File: src/rtl/led_blink_tx_if.sv
// Request/status bundle for the LED blink sequencer.
// The master side issues blink requests; the slave side is the sequencer.
interface led_blink_tx_if #(
  parameter int CNT_W = 4
);
  logic             i_valid;
  logic [CNT_W-1:0] i_count;
  logic             i_abort;
  logic             o_ready;
  logic             LED1;
  logic             o_busy;
  logic             o_done;

  modport master (
    output i_valid, i_count, i_abort,
    input  o_ready, LED1, o_busy, o_done
  );

  modport slave (
    input  i_valid, i_count, i_abort,
    output o_ready, LED1, o_busy, o_done
  );
endinterface

File: src/rtl/led_blink_tx.sv
// Blinks LED1 a requested number of times: ON_CYCLES lit, OFF_CYCLES dark per blink,
// then a one-cycle o_done pulse. i_abort cancels silently at any edge.
module led_blink_tx #(
  parameter int ON_CYCLES  = 12000000,
  parameter int OFF_CYCLES = 12000000,
  parameter int CNT_W      = 4
) (
  input  logic           CLK,
  input  logic           RST_N,
  led_blink_tx_if.slave  bus
);

  localparam int MAX_CYC = (ON_CYCLES > OFF_CYCLES) ? ON_CYCLES : OFF_CYCLES;
  localparam int PH_W    = $clog2(MAX_CYC) + 1;

  localparam logic [PH_W-1:0] ON_LAST  = PH_W'(ON_CYCLES - 1);
  localparam logic [PH_W-1:0] OFF_LAST = PH_W'(OFF_CYCLES - 1);

  typedef enum logic [1:0] {
    ST_IDLE = 2'd0,
    ST_ON   = 2'd1,
    ST_OFF  = 2'd2
  } state_t;

  state_t           state_q, state_d;
  logic [PH_W-1:0]  phase_q, phase_d;
  logic [CNT_W-1:0] rem_q,   rem_d;
  logic             led_q,   led_d;
  logic             done_q,  done_d;

  logic ready;
  logic accept;

  // Gating with RST_N keeps o_ready low for the whole reset window even though
  // the state register already reads IDLE.
  assign ready  = (state_q == ST_IDLE) && !bus.i_abort && RST_N;
  assign accept = bus.i_valid && ready;

  // NOTE: every signal driven here gets a default first, so no path leaves it unassigned and no latch is inferred.
  always_comb begin
    state_d = state_q;
    phase_d = phase_q;
    rem_d   = rem_q;
    done_d  = 1'b0;

    unique case (state_q)
      ST_IDLE: begin
        phase_d = '0;
        if (accept) begin
          rem_d = bus.i_count;
          if (bus.i_count != '0) begin
            state_d = ST_ON;
          end else begin
            done_d = 1'b1;
          end
        end
      end

      ST_ON: begin
        if (phase_q == ON_LAST) begin
          state_d = ST_OFF;
          phase_d = '0;
          rem_d   = (rem_q != '0) ? rem_q - CNT_W'(1) : '0;
        end else begin
          phase_d = phase_q + PH_W'(1);
        end
      end

      ST_OFF: begin
        if (phase_q == OFF_LAST) begin
          phase_d = '0;
          if (rem_q != '0) begin
            state_d = ST_ON;
          end else begin
            state_d = ST_IDLE;
            done_d  = 1'b1;
          end
        end else begin
          phase_d = phase_q + PH_W'(1);
        end
      end

      default: begin
        state_d = ST_IDLE;
        phase_d = '0;
        rem_d   = '0;
      end
    endcase

    // Abort overrides everything, including a completion that would land this edge.
    if (bus.i_abort) begin
      state_d = ST_IDLE;
      phase_d = '0;
      rem_d   = '0;
      done_d  = 1'b0;
    end

    led_d = (state_d == ST_ON);
  end

  // NOTE: sequential state uses non-blocking assignments so all flops sample pre-edge values together.
  always_ff @(posedge CLK or negedge RST_N) begin
    if (!RST_N) begin
      state_q <= ST_IDLE;
      phase_q <= '0;
      rem_q   <= '0;
      led_q   <= 1'b0;
      done_q  <= 1'b0;
    end else begin
      state_q <= state_d;
      phase_q <= phase_d;
      rem_q   <= rem_d;
      led_q   <= led_d;
      done_q  <= done_d;
    end
  end

  assign bus.o_ready = ready;
  assign bus.LED1    = led_q;
  assign bus.o_busy  = (state_q != ST_IDLE);
  assign bus.o_done  = done_q;

endmodule

File: src/flat_wrapper.sv
// flat-port wrapper written by rule: the top's interface ports become plain ports
module led_blink_tx_flat 
#(
  parameter int ON_CYCLES  = 12000000,
  parameter int OFF_CYCLES = 12000000,
  parameter int CNT_W      = 4
)
  (CLK, RST_N, bus_i_valid, bus_i_count, bus_i_abort, bus_o_ready, bus_LED1, bus_o_busy, bus_o_done);
  led_blink_tx_if #(.CNT_W(CNT_W)) bus_i ();
  input  logic CLK;
  input  logic RST_N;
  input wire logic [$bits(bus_i.i_valid)-1:0] bus_i_valid;
  input wire logic [$bits(bus_i.i_count)-1:0] bus_i_count;
  input wire logic [$bits(bus_i.i_abort)-1:0] bus_i_abort;
  output wire logic [$bits(bus_i.o_ready)-1:0] bus_o_ready;
  output wire logic [$bits(bus_i.LED1)-1:0] bus_LED1;
  output wire logic [$bits(bus_i.o_busy)-1:0] bus_o_busy;
  output wire logic [$bits(bus_i.o_done)-1:0] bus_o_done;
  assign bus_i.i_valid = bus_i_valid;
  assign bus_i.i_count = bus_i_count;
  assign bus_i.i_abort = bus_i_abort;
  assign bus_o_ready = bus_i.o_ready;
  assign bus_LED1 = bus_i.LED1;
  assign bus_o_busy = bus_i.o_busy;
  assign bus_o_done = bus_i.o_done;
  led_blink_tx #(.ON_CYCLES(ON_CYCLES), .OFF_CYCLES(OFF_CYCLES), .CNT_W(CNT_W)) u_core (.CLK(CLK), .RST_N(RST_N), .bus(bus_i));
endmodule
File: config.mk
export PLATFORM = sky130hd
export DESIGN_NAME = led_blink_tx_flat
export DESIGN_NICKNAME = d
export VERILOG_FILES = /design/src/rtl/led_blink_tx_if.sv /design/src/rtl/led_blink_tx.sv /design/src/flat_wrapper.sv
export SDC_FILE = /design/constraint.sdc
export NUM_CORES = 1
export LEC_CHECK = 0
export CAP_MARGIN = 10
export CORE_MARGIN = 8
export CORE_UTILIZATION = 35
export CTS_CLUSTER_SIZE = 24
export DETAILED_ROUTE_END_ITERATION = 12
export GPL_ROUTABILITY_DRIVEN = 1
export SETUP_SLACK_MARGIN = 0.3
export SYNTH_ARGS = -nofsm -noshare
export SYNTH_HDL_FRONTEND = slang
export SYNTH_SLANG_ARGS = --single-unit
File: constraint.sdc
create_clock -name CLK -period 4.94 [get_ports CLK]
set_input_delay 1.482 -clock CLK [delete_from_list [all_inputs] [get_ports CLK]]
set_output_delay 1.482 -clock CLK [all_outputs]
set_load 0.02 [all_outputs]
==> out/metrics.csv, run 1 <==
metric,value,unit
status,completed,
syn_area_per_cell,9.36,um^2
ys_ff_latch,33,
die_y,90.8,um
slew_headroom,60.2,%
drt_wl_total,4020,um
yosys.area_share.adder,4.48,%
worst-setup-path-type,primary input to output pin,
grt_start_max_net_pins,37,
synth_area,0.00196,mm^2
dp_hpwl,2920,um
hold_path_class,flip-flop to flip-flop,
layout_common_cells,"nor2_1, dfrtp_1, xnor2_1",
worst_pin_slew,592,ps
leakage,0.866,nW
skew,9.87,ps
crit_arrival,3000,ps
synth_top_family_by_area,simple AND/OR/NAND/NOR gates,
cts_buffers,5,
synth_compound_area_share,8.83,%
synthFlopType,dfrtp_1,
worstSkewPairLatency,280,ps
power-per-cell-area,246,mW/mm^2
grt_pass1_vias,1574,
critPathMaxStageDelay,600,ps
yosys_warnings,0,
dieArea,0.00824,mm^2
synthSimpleGateAreaFrac,30.4,%
cp_common_cell,clkdlybuf4s50_1,
synth_fp_nets,224,
p_comb_share,11.3,%
n_antenna_cell,0,
firstDrtPassIters,4,
vias,1505,
core-area,0.00544,mm^2
power.switching,0.134,mW
initialDrtViolationCount,43,
via_per_inst,5.10,
area.growth.synth_to_final,13.1,%
min_period,4480,ps
fin_crit_sh,90.7,%
drv_slew,0,
whs,496,ps
worst_slack,458,ps
internal_power,0.411,mW
hold_buffers,0,
clock-root-buffer,clkbuf_8,
grt_util_all_layers,10.7,%
setup_viol,0,
cts_tree,built,
start_util,36.0,%
async_flop_share,100,%
path_max_fanout,10,
ys_seq_area_share,42.2,%
rsz0062_at_grt,false,
num_rows,27,
crit_path_end_kind,output pin,
grt_pass1_wl,7270,um
clock_sinks,33,
drc_errors,0,
fin_nets,238,
start_kind,primary input,
routedWlPerCell,13.6,um
num_io_pins,12,
pwr-share-clk,37.3,%
synth_edf_count,0,
clkTransAtPathRegs,60,ps
tns,0,ps
hold_viol,0,
synthMuxAreaShare,0,%
drv_cap,0,
antenna_found_initial,0,
fmaxAchievable,223,MHz
cts_buffer_depth,2,
crit_chain,"clkdlybuf4s50_1, nor2_2, and2_1, clkdlybuf4s50_1",
ys_types,46,
cp_data_required_time,3460,ps
layout_commonest_cell,nor2_1,
io_buffers,11,
gr-total-overflow,0,
critPathSlowestCell,clkdlybuf4s50_1,
netlist_instances,209,
synth_xor_area_share,10.3,%
gp_congestion,0.817,
swShare,24.6,%
die_x,90.8,um
layout-drive-gt1-share,10.3,%
antenna_left,0,
peakVddDrop,0.000124,V
seqPwrFrac,51.4,%
h-tree-depth,2,
dp_slack,396,ps
==> metrics by stage <==
| stage | utilization (%) | std cells | total power [mW] | instance area, um^2 |
|---|---|---|---|---|
| floorplan | - | 209 | 0.321 | 1960 |
| global placement | 39.0 | 288 | 0.346 | 2120 |
| detailed placement | 39.0 | 288 | 0.346 | 2120 |
| CTS | 40.6 | 295 | 0.551 | 2210 |
| global route | 40.6 | 295 | 0.570 | 2210 |
| finish | 40.6 | 295 | 0.545 | 2210 |
==> logic make-up after synthesis <==
kind of cell               count (synthesis)
adders and majority gates                  7
buffers and inverters                     15
and+or+nand+nor                          107
DFF                                       33
AOI/OAI and AO/OA                         24
xor gates and xnor gates                  23
==> what timing repair did <==
item	in CTS	in global routing
endpoints found under the setup margin	0	1
setup buffers	0	0
gates resized for setup	0	1
==> power groups by stage <==
stage | clock (mW) | combinational, mW | sequential [mW]
after detailed placement | 0 | 0.0615 | 0.285
final | 0.203 | 0.0615 | 0.280
after global placement | 0 | 0.0616 | 0.284
after CTS | 0.209 | 0.0618 | 0.280
after global routing | 0.221 | 0.0685 | 0.280
after floorplan | 0 | 0.0369 | 0.285
==> cell type report <==
cell class                 instances  area, um^2
fill                             535        3230
inverter                          10        37.5
timing repair buffer              12         113
clock buffer                       7        86.3
tap                               72        90.1
sequential                        33         826
multi-input combinational        161        1060
==> metal layers <==
layer	GRT usage (%)	wire length, um
met4	3.47	48
met3	3.99	165
met2	16.8	1820
met1	13.2	1990
met5	0	0
==> final timing paths <==
path,endpoint,slack (ps),cells after the start,startpoint
worst max-delay path,bus_o_ready,460,4,bus_i_abort
worst min-delay path,u_core.phase_q[0]$_DFF_PN0_,500,1,u_core.phase_q[0]$_DFF_PN0_
worst max register to register,u_core.rem_q[1]$_DFFE_PN0P_,2950,6,u_core.phase_q[0]$_DFF_PN0_
worst min register to register,u_core.phase_q[0]$_DFF_PN0_,500,1,u_core.phase_q[0]$_DFF_PN0_
max in group asynchronous,u_core.bus.LED1$_DFF_PN0_,3310,2,RST_N
min in group asynchronous,u_core.phase_q[14]$_DFF_PN0_,1310,2,RST_N
==> flip-flops by register name, summed over array words and instances, names as in the netlist <==
name,cells
u_core.bus.LED1,1
u_core.bus.o_done,1
u_core.phase_q,25
u_core.rem_q,4
u_core.state_q,2
==> synth_stat cells (4+ instances only) <==
cell / number / share of area (%)
nor4_1: 5 / 1.6
dfrtp_1: 33 / 42
xor2_1: 5 / 2.2
nand2_1: 13 / 2.5
nand3_1: 9 / 2.3
o21ai_0: 5 / 1.3
ha_1: 7 / 4.5
nor2_1: 36 / 6.9
and3_2: 4 / 1.5
nor3_1: 9 / 2.3
nand4_1: 6 / 1.9
and3_1: 4 / 1.3
xnor2_1: 18 / 8.1
inv_1: 10 / 1.9
==> critical path, delay by kind of cell <==
family,cells,cell delay [ps]
buf+inv,2,1160
simple gates,2,360
No activity file was read; power rests on OpenSTA's default activity.
==> inputs of run 2 (changes only) <==
clock period = 4.95 ns   (was 4.94 ns; I/O delays follow)
==> out/metrics.csv, run 2 (synthesis gave the netlist of run 1 again) <==
metric,value,unit,change
drc_errors,0,,unchanged
peakVddDrop,0.000138,V,+11%
worst-setup-path-type,primary input to output pin,,
die_x,90.8,um,unchanged
grt_util_all_layers,10.9,%,+0.16 points
layout_common_cells,"nor2_1, dfrtp_1, xnor2_1",,
grt_pass1_wl,7310,um,+0.67%
clock-root-buffer,clkbuf_8,,
critPathLaunch,bus_i_abort,,
slew_headroom,60.1,%,about the same
critPathSlowestCell,clkdlybuf4s50_1,,
drv_slew,0,,unchanged
r2r_slack,2950,ps,about the same
leakage,0.866,nW,about the same
cts_buffers,5,,unchanged
power-per-cell-area,244,mW/mm^2,-0.83%
clock_sinks,33,,unchanged
start_kind,primary input,,
reg_top3,"u_core.phase_q: 25 flops, u_core.rem_q: 4 flops, u_core.state_q: 2 flops",,
initialDrtViolationCount,83,,+93%
hold_viol,0,,unchanged
cts_resized,0,,unchanged
rsz0062_at_grt,false,,
post_cts_buffers,0,,unchanged
largest_reg_flops,25,,unchanged
drt_wl_total,4130,um,+2.8%
grt_pass1_vias,1576,,+0.13%
r2r-end,u_core.rem_q[0]$_DFFE_PN0P_,,
worst_slack,395,ps,-63.1 ps
skew,10.1,ps,+0.189 ps
min_period,4560,ps,
regMostFlops,u_core.phase_q,,
grt_start_max_net_pins,37,,unchanged
path_max_fanout,10,,unchanged
total_power,0.539,mW,-1.1%
status,completed,,
critPathMaxStageDelay,600,ps,about the same
cts_buffer_depth,2,,unchanged
cp_common_cell,clkdlybuf4s50_1,,
clkTransAtPathRegs,60,ps,about the same
fin_nets,238,,unchanged
io_buffers,11,,unchanged
antenna_left,0,,unchanged
crit_cells,4,,unchanged
critPathCapture,bus_o_ready,,
area.growth.synth_to_final,12.7,%,
cts_tree,built,,
layout_commonest_cell,nor2_1,,
crit_arrival,3070,ps,+70 ps
worstSkewPairLatency,290,ps,about the same
via_per_inst,5.09,,-0.14%
num_rows,27,,unchanged
r2r_start,u_core.phase_q[0]$_DFF_PN0_,,
fin_crit_sh,92.0,%,
antenna_found_initial,0,,unchanged
crit_path_end_kind,output pin,,
worst_pin_slew,592,ps,+0.105 ps
die_y,90.8,um,unchanged
whs,493,ps,-2.80 ps
dp_hpwl,2920,um,about the same
cp_data_required_time,3460,ps,about the same
vias,1508,,+0.20%
setup_viol,0,,unchanged
start_util,36.0,%,unchanged
gp_congestion,0.818,,about the same
firstDrtPassIters,4,,unchanged
routedWlPerCell,14.0,um,+2.4%
h-tree-depth,2,,unchanged
core-area,0.00544,mm^2,unchanged
gr-total-overflow,0,,unchanged
crit_chain,"clkdlybuf4s50_1, nor2_1, and2_1, clkdlybuf4s50_1",,
fmaxAchievable,220,MHz,
n_antenna_cell,0,,unchanged
num_io_pins,12,,unchanged
hold_path_class,flip-flop to flip-flop,,
worstRegToRegCells,6,,unchanged
dieArea,0.00824,mm^2,unchanged
layout-drive-gt1-share,10.3,%,-0.046 points
critical_path.top_delay_family,buffers and inverters,,
dp_slack,402,ps,+5.21 ps
tns,0,ps,unchanged
cp_num_buf_inv,2,,unchanged
hold_buffers,0,,unchanged
drv_cap,0,,unchanged
run 2: worst min path at each step:
stage                                      from                     endpoint  slack (ps)  depth (start not counted)
detailed placement  u_core.phase_q[0]$_DFF_PN0_  u_core.phase_q[0]$_DFF_PN0_         480                          1
finish              u_core.phase_q[0]$_DFF_PN0_  u_core.phase_q[0]$_DFF_PN0_         490                          1
floorplan           u_core.phase_q[0]$_DFF_PN0_  u_core.phase_q[0]$_DFF_PN0_         450                          1
CTS                 u_core.phase_q[0]$_DFF_PN0_  u_core.phase_q[0]$_DFF_PN0_         490                          1
global route        u_core.phase_q[0]$_DFF_PN0_  u_core.phase_q[0]$_DFF_PN0_         520                          1
global placement    u_core.phase_q[0]$_DFF_PN0_  u_core.phase_q[0]$_DFF_PN0_         470                          1
run 2: stage by stage:
| stage | std cells | utilization [%] | area, um^2 |
|---|---|---|---|
| floorplan | 209 | - | 1960 |
| global placement | 288 | 39.0 | 2120 |
| detailed placement | 288 | 39.0 | 2120 |
| CTS | 296 | 40.5 | 2200 |
| global route | 296 | 40.5 | 2200 |
| finish | 296 | 40.5 | 2200 |
run 2: final cells by class:
cell class                 instances  area [um^2]
inverter                          10         37.5
clock inverter                     2         10.0
multi-input combinational        161         1060
clock buffer                       6         72.6
tap                               72         90.1
timing repair buffer              12          113
fill                             540         3230
sequential                        33          826
run 2: routing by layer:
layer  vias to the layer above  share of wire [%]  GRT usage (%)
li1                        762                  -              -
met2                        24                 45           16.8
met5                         -                  0              0
met3                         4                4.0           3.16
met1                       718                 50           13.8
met4                         0                1.1           4.44
run 2: power by group:
part | internal (mW) | total [mW] | switching (mW)
combinational | 0.0250 | 0.0607 | 0.0357
clock | 0.0975 | 0.199 | 0.101
sequential | 0.274 | 0.279 | 0.00472
==> inputs of run 3 (changes only) <==
CORE_UTILIZATION = 45   (was 35)
DONT_BUFFER_PORTS = 1   (was default)
==> out/metrics.csv, run 3 (synthesis gave the netlist of run 1 again) <==
metric,value,unit,change
start_util,45.9,%,+9.9 points
cts_buffer_depth,2,,unchanged
num_rows,24,,-11%
layout-drive-gt1-share,9.91,%,-0.36 points
peakVddDrop,0.000154,V,+12%
critPathMaxStageDelay,280,ps,-320 ps
gp_congestion,0.885,,+8.3%
firstDrtPassIters,4,,unchanged
die_y,81.9,um,-9.7%
cts_resized,0,,unchanged
worst-setup-path-type,primary input to output pin,,
n_antenna_cell,0,,unchanged
clkTransAtPathRegs,70,ps,about the same
grt_start_max_net_pins,38,,+2.7%
antenna_found_initial,0,,unchanged
swShare,25.0,%,-1.4 points
critical_path.top_delay_family,simple AND/OR/NAND/NOR gates,,
routedWlPerCell,15.7,um,+12%
critPathSlowestCell,and2_1,,
drc_errors,0,,unchanged
grt_pass1_vias,1539,,-2.3%
pwr-share-clk,37.4,%,+0.5 points
drv_cap,0,,unchanged
rsz0062_at_grt,false,,
leakage,0.820,nW,-5.3%
drv_slew,0,,unchanged
layout_common_cells,"nor2_1, dfrtp_1, xnor2_1",,
cp_num_buf_inv,0,,-2
largest_reg_flops,25,,unchanged
post_cts_buffers,0,,unchanged
reg_top3,"u_core.phase_q: 25 flops, u_core.rem_q: 4 flops, u_core.state_q: 2 flops",,
status,completed,,
crit_arrival,1950,ps,-1120 ps
via_per_inst,5.69,,+12%
seqPwrFrac,54.2,%,+2.4 points
tns,0,ps,unchanged
drt_wl_total,4140,um,about the same
grt_util_all_layers,13.7,%,+2.8 points
fin_nets,226,,-5.0%
num_io_pins,12,,unchanged
clock-root-buffer,clkbuf_8,,
r2r-end,u_core.phase_q[20]$_DFF_PN0_,,
skew,8.85,ps,-1.21 ps
start_kind,primary input,,
fin_crit_sh,69.4,%,-23 points
layout_commonest_cell,nor2_1,,
vias,1501,,-0.46%
worstSkewPairLatency,290,ps,about the same
r2r_slack,2990,ps,+40 ps
grt_pass1_wl,7120,um,-2.7%
setup_viol,0,,unchanged
dieArea,0.00671,mm^2,-19%
min_to,u_core.phase_q[0]$_DFF_PN0_,,
hold_path_class,flip-flop to flip-flop,,
crit_path_end_kind,output pin,,
dp_hpwl,3050,um,+4.4%
worstRegToRegCells,6,,unchanged
min_from,u_core.phase_q[0]$_DFF_PN0_,,
min_period,3440,ps,-1120 ps
slew_headroom,60.9,%,+0.72 points
io_buffers,0,,-11
power-per-cell-area,251,mW/mm^2,+2.6%
antenna_left,0,,unchanged
regMostFlops,u_core.phase_q,,
core-area,0.00426,mm^2,-22%
r2r_start,u_core.phase_q[0]$_DFF_PN0_,,
crit_chain,"nor2_1, and2_1",,
gr-total-overflow,0,,unchanged
worst_pin_slew,582,ps,-10.7 ps
p_comb_share,8.5,%,-2.8 points
clock_sinks,33,,unchanged
whs_path_depth,1,,unchanged
power.switching,0.129,mW,-8.8%
cts_tree,built,,
fmaxAchievable,291,MHz,+33%
h-tree-depth,2,,unchanged
die_x,81.9,um,-9.7%
internal_power,0.389,mW,-2.1%
initialDrtViolationCount,84,,+1.2%
total_power,0.518,mW,-3.9%
area.growth.synth_to_final,5.69,%,
hold_viol,0,,unchanged
path_max_fanout,10,,unchanged
cp_data_required_time,3460,ps,about the same
hold_buffers,0,,unchanged
cts_buffers,5,,unchanged
[run 3: changes by cell type in the layout (fill, tap and decap cells not counted)]
cell,before,now
buf_2,1,0
clkdlybuf4s50_1,10,0
buf_4,1,0
[run 3: worst max path at each step]
stage             endpoint         from  cells after the start  slack (ps)
4_1_cts        bus_o_ready  bus_i_abort                      2        1510
3_5_place_dp   bus_o_ready  bus_i_abort                      2        1510
6_report       bus_o_ready  bus_i_abort                      2        1510
5_1_grt        bus_o_ready  bus_i_abort                      2        1490
3_3_place_gp   bus_o_ready  bus_i_abort                      2        1530
2_1_floorplan  bus_o_ready  bus_i_abort                      3        1460
[run 3: final cells by class]
cell class | instances | area, um^2
fillers | 412 | 2200
multi-input cells | 161 | 1060
flip-flops and latches | 33 | 826
clock buffers | 6 | 72.6
well taps | 52 | 65.1
inverters | 10 | 37.5
clock inverters | 2 | 10.0
[run 3: per-layer routing]
layer	part of all wire, %	track usage, %
met1	44	15.6
met2	49	23.0
met4	1.5	6.49
met5	0	0
met3	5.2	4.05
[run 3: worst reg2reg max path, stage by stage (launching register included)]
cell and delay, ps:
dfrtp_1 390, ha_1 210, nand3_1 190, nor3_4 290
nand3_4 140, nand3b_2 460, nor2_1 140
[run 3: stage by stage]
step | instance area (um^2) | hold WS (ps) | util, % | cells | worst slack, ps
5_1_grt | 2070 | 518 | 48.5 | 264 | 1490
3_5_place_dp | 1980 | 493 | 46.5 | 256 | 1510
3_3_place_gp | 1980 | 466 | 46.5 | 256 | 1530
2_1_floorplan | 1960 | 448 | - | 209 | 1460
6_report | 2070 | 498 | 48.5 | 264 | 1510
4_1_cts | 2070 | 502 | 48.5 | 264 | 1510
[run 3: power groups by stage]
stage               clock (mW)  combinational [mW]  sequential [mW]
global route             0.213              0.0485            0.281
CTS                      0.201              0.0440            0.280
floorplan                    0              0.0368            0.284
detailed placement           0              0.0438            0.285
global placement             0              0.0414            0.285
finish                   0.193              0.0440            0.280
